### src/rtl/dma_modport_if.sv
`default_nettype none
// ============================================================================
//  Module      : dma_modport_if
//  Description : Single-cycle valid/wr_en register bus between a bus driver
//                (master) and the DMA register block (slave).
//                  addr  [31:0] byte address of the access
//                  wr_en        1 = write, 0 = read (qualified by valid)
//                  valid        access strobe, one access per cycle
//                  wdata [31:0] write data
//                  rdata [31:0] registered read data (1-cycle latency)
//  Revision    : 1.0 - initial release
// ============================================================================
interface dma_modport_if;
  logic [31:0] addr;
  logic        wr_en;
  logic        valid;
  logic [31:0] wdata;
  logic [31:0] rdata;

  modport master (
    output addr,
    output wr_en,
    output valid,
    output wdata,
    input  rdata
  );

  modport slave (
    input  addr,
    input  wr_en,
    input  valid,
    input  wdata,
    output rdata
  );
endinterface
`default_nettype wire

### src/rtl/dma_modport.sv
`default_nettype none
// ============================================================================
//  Module      : dma_modport
//  Description : DMA configuration/status register block. Four 32-bit
//                registers at BASE_ADDR:
//                  +0x0 INTR     [15:0] status, [31:16] mask
//                  +0x4 CTRL     [0] start_dma, [3:1] w_count, [4] io_mem
//                  +0x8 IO_ADDR  [31:0]
//                  +0xC MEM_ADDR [31:0]
//                Ports:
//                  clk    rising-edge clock
//                  reset  synchronous active-high reset
//                  bus    slave side of dma_modport_if
//  Revision    : 1.0 - initial release
// ============================================================================
module dma_modport #(
  parameter logic [31:0] BASE_ADDR = 32'h0000_0400
) (
  input  wire logic      clk,
  input  wire logic      reset,
  dma_modport_if.slave   bus
);

  localparam logic [31:0] c_OFS_INTR     = 32'h0000_0000;
  localparam logic [31:0] c_OFS_CTRL     = 32'h0000_0004;
  localparam logic [31:0] c_OFS_IO_ADDR  = 32'h0000_0008;
  localparam logic [31:0] c_OFS_MEM_ADDR = 32'h0000_000C;

  logic [15:0] r_intr_status;
  logic [15:0] r_intr_mask;
  logic        r_ctrl_start;
  logic [2:0]  r_ctrl_w_count;
  logic        r_ctrl_io_mem;
  logic [31:0] r_io_addr;
  logic [31:0] r_mem_addr;
  logic [31:0] r_rdata;

  logic        w_wr;
  logic        w_rd;
  logic        w_sel_intr;
  logic        w_sel_ctrl;
  logic        w_sel_io;
  logic        w_sel_mem;
  logic [31:0] w_rd_value;

  // valid is the first term so X on wr_en/addr never leaks through when idle.
  assign w_wr = bus.valid && (bus.wr_en == 1'b1);
  assign w_rd = bus.valid && (bus.wr_en == 1'b0);

  // Exact full-width match: unaligned or out-of-window addresses hit nothing.
  assign w_sel_intr = (bus.addr == (BASE_ADDR + c_OFS_INTR));
  assign w_sel_ctrl = (bus.addr == (BASE_ADDR + c_OFS_CTRL));
  assign w_sel_io   = (bus.addr == (BASE_ADDR + c_OFS_IO_ADDR));
  assign w_sel_mem  = (bus.addr == (BASE_ADDR + c_OFS_MEM_ADDR));

  always_comb begin
    w_rd_value = 32'h0;
    if (w_sel_intr) begin
      w_rd_value = {r_intr_mask, r_intr_status};
    end else if (w_sel_ctrl) begin
      w_rd_value = {27'h0, r_ctrl_io_mem, r_ctrl_w_count, r_ctrl_start};
    end else if (w_sel_io) begin
      w_rd_value = r_io_addr;
    end else if (w_sel_mem) begin
      w_rd_value = r_mem_addr;
    end
  end

  always_ff @(posedge clk) begin
    if (reset) begin
      r_intr_status  <= 16'h0;
      r_intr_mask    <= 16'h0;
      r_ctrl_start   <= 1'b0;
      r_ctrl_w_count <= 3'h0;
      r_ctrl_io_mem  <= 1'b0;
      r_io_addr      <= 32'h0;
      r_mem_addr     <= 32'h0;
    end else if (w_wr) begin
      if (w_sel_intr) begin
        r_intr_status <= bus.wdata[15:0];
        r_intr_mask   <= bus.wdata[31:16];
      end
      if (w_sel_ctrl) begin
        r_ctrl_start   <= bus.wdata[0];
        r_ctrl_w_count <= bus.wdata[3:1];
        r_ctrl_io_mem  <= bus.wdata[4];
      end
      if (w_sel_io) begin
        r_io_addr <= bus.wdata;
      end
      if (w_sel_mem) begin
        r_mem_addr <= bus.wdata;
      end
    end
  end

  // Read data only updates on a read; writes and idle cycles leave it alone.
  always_ff @(posedge clk) begin
    if (reset) begin
      r_rdata <= 32'h0;
    end else if (w_rd) begin
      r_rdata <= w_rd_value;
    end
  end

  assign bus.rdata = r_rdata;

endmodule
`default_nettype wire

### src/flat_wrapper.sv
// flat-port wrapper written by rule: the top's interface ports become plain ports
module dma_modport_flat 
#(
  parameter logic [31:0] BASE_ADDR = 32'h0000_0400
)
  (clk, reset, bus_addr, bus_wr_en, bus_valid, bus_wdata, bus_rdata);
  dma_modport_if bus_i ();
  input  wire logic clk;
  input  wire logic reset;
  input wire logic [$bits(bus_i.addr)-1:0] bus_addr;
  input wire logic [$bits(bus_i.wr_en)-1:0] bus_wr_en;
  input wire logic [$bits(bus_i.valid)-1:0] bus_valid;
  input wire logic [$bits(bus_i.wdata)-1:0] bus_wdata;
  output wire logic [$bits(bus_i.rdata)-1:0] bus_rdata;
  assign bus_i.addr = bus_addr;
  assign bus_i.wr_en = bus_wr_en;
  assign bus_i.valid = bus_valid;
  assign bus_i.wdata = bus_wdata;
  assign bus_rdata = bus_i.rdata;
  dma_modport #(.BASE_ADDR(BASE_ADDR)) u_core (.clk(clk), .reset(reset), .bus(bus_i));
endmodule
### config.mk
export PLATFORM = sky130hd
export DESIGN_NAME = dma_modport_flat
export DESIGN_NICKNAME = d
export VERILOG_FILES = /design/src/rtl/dma_modport_if.sv /design/src/rtl/dma_modport.sv /design/src/flat_wrapper.sv
export SDC_FILE = /design/constraint.sdc
export NUM_CORES = 1
export LEC_CHECK = 0
export CAP_MARGIN = 20
export CORE_MARGIN = 1.5
export CORE_UTILIZATION = 58
export CTS_CLUSTER_SIZE = 10
export DETAILED_ROUTE_END_ITERATION = 16
export GPL_TIMING_DRIVEN = 0
export PLACE_DENSITY_LB_ADDON = 0.12
export SYNTH_ARGS = -nofsm -noshare
export SYNTH_HDL_FRONTEND = slang
export SYNTH_SLANG_ARGS = --single-unit
### constraint.sdc
create_clock -name clk -period 2.85 [get_ports clk]
set_input_delay 0.7125 -clock clk [delete_from_list [all_inputs] [get_ports clk]]
set_output_delay 0.7125 -clock clk [all_outputs]
set_load 0.01 [all_outputs]
### Word level (Yosys, flattened, before mapping)

Index checks and enable logic that the tools add are counted.
W data, S select, Z words.

| cells by class | value |
|---|---|
| equality and inequality tests | 4 |
| muxes and demuxes | 4 |
| bitwise logic cells | 1 |
| reductions and logical operators | 6 |

Operators by type and width:

| operator | count |
|---|---|
| $eq A32 B11 Y1 const B | 4 |
| $mux W32 | 4 |
| $reduce_and A2 Y1 | 4 |
| $logic_and A1 B1 Y1 | 2 |
| $not A1 Y1 | 1 |

| storage, ports and cells | value |
|---|---|
| register bits | 133 |
| input port bits | 68 |
| output and inout port bits | 32 |
| logic and storage cells | 23 |

### Logic depth before layout (Yosys ltp)

Gate-level depths: netlist (run 1).

| logic depth | value |
|---|---|
| depth in word-level cells | 5 |
| mapped depth | 7 |
| gate-level depth less buffers | 4 |

### Worst setup path after synthesis (run 1)

Ideal clock, no wire load.

| timing path | value |
|---|---|
| kind | input -> register |
| start | input port bus_addr[31] |
| end | register u_core.r_rdata[10], in the netlist u_core.bus.rdata[10] |
| setup time | 0.070 ns |
| arrival | 2.076 ns |
| required time | 2.780 ns |
| slack | 0.704 ns |
| stages | 6 |
| buffers on the path | 2 |
| path through | nor4_2 > nand4_2 > buf_6 > clkbuf_2 > or4_1 > a21oi_1 |

| between the ends | value |
|---|---|
| longest elaborated chain between the ends | 5 |
| elaborated cells on any way between the ends | 8 |
| classes of those cells | eq/ne: 4; mux: 4 |

RTL lines:

| element | line | text |
|---|---|---|
| start, declared | flat_wrapper.sv:10 | `input wire logic [$bits(bus_i.addr)-1:0] bus_addr;` |
| $eq A32 B11 Y1 | dma_modport.sv:54 | `assign w_sel_mem = (bus.addr == (BASE_ADDR + c_OFS_MEM_ADDR));` |
| $mux W32 | dma_modport.sv:64 | `end else if (w_sel_mem) begin` |
| $mux W32 | dma_modport.sv:62 | `end else if (w_sel_io) begin` |
| $mux W32 | dma_modport.sv:60 | `end else if (w_sel_ctrl) begin` |
| $mux W32 (*) | dma_modport.sv:58 | `if (w_sel_intr) begin` |
| end signal, assigned | dma_modport.sv:102 | `r_rdata <= w_rd_value;` |
| end, declared | dma_modport.sv:36 | `logic [31:0] r_rdata;` |

Every way passes the cells marked *; elsewhere a longest branch is shown, timed or not.
A chain may end at the register's enable or synchronous reset.

### Worst setup path after layout (run 1)

| timing path | value |
|---|---|
| start | input port bus_wr_en |
| end | register u_core.r_rdata[25], in the netlist u_core.bus.rdata[25] |

| between the ends | value |
|---|---|
| longest elaborated chain between the ends | 2 |

RTL lines:

| element | line | text |
|---|---|---|
| start, declared | flat_wrapper.sv:11 | `input wire logic [$bits(bus_i.wr_en)-1:0] bus_wr_en;` |
| $not A1 Y1 | dma_modport.sv:48 | `assign w_rd = bus.valid && (bus.wr_en == 1'b0);` |
| $logic_and A1 B1 Y1 | dma_modport.sv:48 |  |

Every way passes these cells.

==> impl_metrics.json, run 1 <==
{
  "status": "finished clean",
  "cp_data_required_time_ns": 3.30,
  "tightest_slew_ns": 0.647,
  "clock_skew_ns": 0.00620,
  "netlist_area_um2": 6180,
  "tns_ns": 0,
  "cts_resized": 0,
  "critPathMaxStageDelay_ns": 0.52,
  "final_nets": 780,
  "placed_area_um2": 7310,
  "vias": 4914,
  "grt_pass1_wl_um": 26500,
  "io_buffer_count": 96,
  "clk_pin_slew_worst_paths_ns": 0.06,
  "cts-htree-levels": 4,
  "regToRegStartpoint": "u_core.r_intr_mask[14]$_SDFFE_PP0P_",
  "yosysSeqAreaShare_pct": 43.1,
  "rsz0062_at_grt": "no",
  "rows": 37,
  "grt_max_degree": 17,
  "period_minus_slack_ns": 2.68,
  "hold_depth": 2,
  "drv_cap": 0,
  "fin_ws_ns": 0.173,
  "drc_errors": 0,
  "worstSkewPairLatency_ns": 0.53,
  "antenna_cells": 0,
  "ctsHoldBuffers": 0,
  "syn_to_final_growth_pct": 26.4,
  "utilization_pct": 75.6,
  "slew_headroom_pct": 56.9,
  "drt_first_pass_iters": 4,
  "finalPower_uw": 4020,
  "cp.arrival_ns": 3.13,
  "syn-instance-count": 597,
  "final-setup-viol-count": 0,
  "fillCellCount": 772,
  "yosys.area.top_type": "dfxtp_1",
  "dp_slack_ns": -0.286,
  "path_class": "primary input to flip-flop",
  "slew_violations": 0,
  "hp-class": "flip-flop to flip-flop",
  "post_cts_buffers": 0,
  "reg2reg_slack_ns": 1.58,
  "max_clock_freq_ghz": 0.373,
  "holdPathEnd": "u_core.bus.rdata[5]$_SDFFE_PP0P_",
  "root_buffer": "clkbuf_8",
  "cts_made_buffers": 17,
  "syn_area_per_cell_um2": 10.3,
  "crit_family": "buffers and inverters",
  "startpoint_type": "primary input",
  "power_leakage_uw": 0.00313,
  "cts_tree": "built",
  "synth_top_area_share_pct": 43.1,
  "grt_pass1_vias": 5306,
  "die_y_um": 106,
  "timing.rr.end": "u_core.bus.rdata[30]$_SDFFE_PP0P_",
  "synth.area.top_cells": "dfxtp_1 (43%), mux2i_1 (21%), nand2b_1 (14%)",
  "routed_wl_um": 16300,
  "crit_top_cell": "clkbuf_1",
  "place_hpwl_um": 11200,
  "die-area_um2": 11300,
  "critPathBufInv": 4,
  "yosys_register_bits": 133,
  "fin_crit_sh_pct": 93.9,
  "via_per_inst": 5.73,
  "synth.distinct_cells": 24,
  "critical_path.slowest_cell": "clkbuf_1",
  "antenna_left": 0,
  "track_usage_pct": 30.8,
  "core_um2": 10300,
  "num_io_pins": 100,
  "syn_nets": 665,
  "final-hold-violation-count": 0,
  "die_x_um": 106,
  "peakVddDrop_mv": 0.414,
  "start_util_pct": 59.8,
  "antenna_found_initial": 0,
  "drt_iter0_drc": 268,
  "gp_congestion": 0.817,
  "grt-ovfl-total": 0,
  "synth_warnings": 0,
  "drt-wirelength-per-cell_um": 19.0,
  "crit_chain": "clkdlybuf4s50_1 -> nand2b_1 -> clkbuf_1 -> clkbuf_1 -> clkbuf_1 -> nand2_1 -> a21oi_1",
  "clock_tree.buffer_depth": 2,
  "critPathCaptureType": "flip-flop",
  "finalInstanceArea_um2": 7800,
  "crit_path_max_fanout": 10,
  "worstRegToRegCells": 4,
  "clock_sinks": 133,
  "power-per-cell-area_nw_per_um2": 516,
  "hold_start": "u_core.bus.rdata[5]$_SDFFE_PP0P_",
  "drive_above_1_share_pct": 9.28
}
[per-stage QoR]
| stage | cells | hold WS (ns) |
|---|---|---|
| after floorplan | 597 | 0.445 |
| after global placement | 829 | 0.439 |
| after detailed placement | 829 | 0.446 |
| after CTS | 858 | 0.452 |
| after global routing | 858 | 0.471 |
| final | 858 | 0.449 |
[how the worst max path moves through the flow]
stage | startpoint | depth (start not counted) | endpoint
CTS | bus_wr_en | 7 | u_core.bus.rdata[18]$_SDFFE_PP0P_
detailed placement | bus_wr_en | 7 | u_core.bus.rdata[25]$_SDFFE_PP0P_
floorplan | bus_addr[31] | 6 | u_core.bus.rdata[10]$_SDFFE_PP0P_
global placement | bus_wr_en | 7 | u_core.bus.rdata[18]$_SDFFE_PP0P_
global route | bus_wr_en | 7 | u_core.bus.rdata[21]$_SDFFE_PP0P_
finish | bus_wr_en | 7 | u_core.bus.rdata[25]$_SDFFE_PP0P_
[cells in the final DEF, fill, tap and decap left out, drive strengths merged]
cell / instances
and4: 2
nor3b: 1
and2: 1
or4: 27
nor4: 8
mux2i: 128
nor3: 1
nand4b: 5
mux4: 5
nor2: 1
buf: 23
clkdlybuf4s50: 96
nand4: 2
nand3: 2
a2bb2oi: 27
dfxtp: 133
clkinv: 6
a21oi: 32
nor4b: 1
nand2: 34
clkbuf: 52
nand2b: 135
[where the power goes]
| group | total, uW | internal, uW | leakage, uW | switching, uW |
|---|---|---|---|---|
| Combinational | 287 | 149 | 0.00180 | 138 |
| Clock | 1880 | 1110 | 0.000253 | 763 |
| Sequential | 1860 | 1860 | 0.00107 | 0.0000000766 |
| Total | 4020 | 3120 | 0.00313 | 901 |
[kinds of logic (layout without fill, tap and decap cells)]
| logic type | Yosys count | after routing | share of synthesized area [%] |
|---|---|---|---|
| simple gates | 220 | 220 | 23.7 |
| flops | 133 | 133 | 43.1 |
| mux | 133 | 133 | 22.6 |
| compound gates | 59 | 59 | 6.42 |
| buf+inv | 52 | 177 | 4.23 |
[sequential cells by signal, indices dropped and copies added (netlist names)]
| signal | count |
|---|---|
| u_core.r_intr_mask | 16 |
| u_core.r_intr_status | 16 |
| u_core.bus.rdata | 32 |
| u_core.r_io_addr | 32 |
| u_core.r_ctrl_w_count | 3 |
| u_core.r_ctrl_io_mem | 1 |
| u_core.r_mem_addr | 32 |
| u_core.r_ctrl_start | 1 |
[tightest hold or removal path, cell delays in order, from the launching register on]
cell     delay [ns]
dfxtp_1        0.30
nand2_1        0.05
a21oi_1        0.05
[layer usage]
metal  up-vias  global-route usage (%)  part of all wire [%]
met2       168                    52.0                    51
li1       2335                       -                     -
met1      2386                    37.7                    41
met5         -                       0                     0
met4         0                    11.0                   1.5
met3        25                    8.34                   6.9
[synthesized netlist by cell type, drive strengths merged]
master	n
a21oi	32
a2bb2oi	27
and2	1
and4	2
buf	23
clkbuf	29
dfxtp	133
mux2i	128
mux4	5
nand2	34
nand2b	135
nand3	2
nand4	2
nand4b	5
nor2	1
nor3	1
nor3b	1
nor4	8
nor4b	1
or4	27
[area by class of cell]
cell class | instances | area, um2 | area share (%)
Multi-Input combinational cell | 412 | 3250 | 41.7
Clock inverter | 6 | 30.0 | 0.385
Tap cell | 136 | 170 | 2.18
Clock buffer | 23 | 467 | 5.98
Timing Repair Buffer | 96 | 961 | 12.3
Buffer | 52 | 262 | 3.35
Sequential cell | 133 | 2660 | 34.1
Note: power is estimated with default switching activity, not from simulation.
==> run 2, diff against run 1 <==
Settings changed: CTS_CLUSTER_DIAMETER from default to 60.
==> results of run 2 <==
Final layout, timing and power as in run 1 (identical DEF).
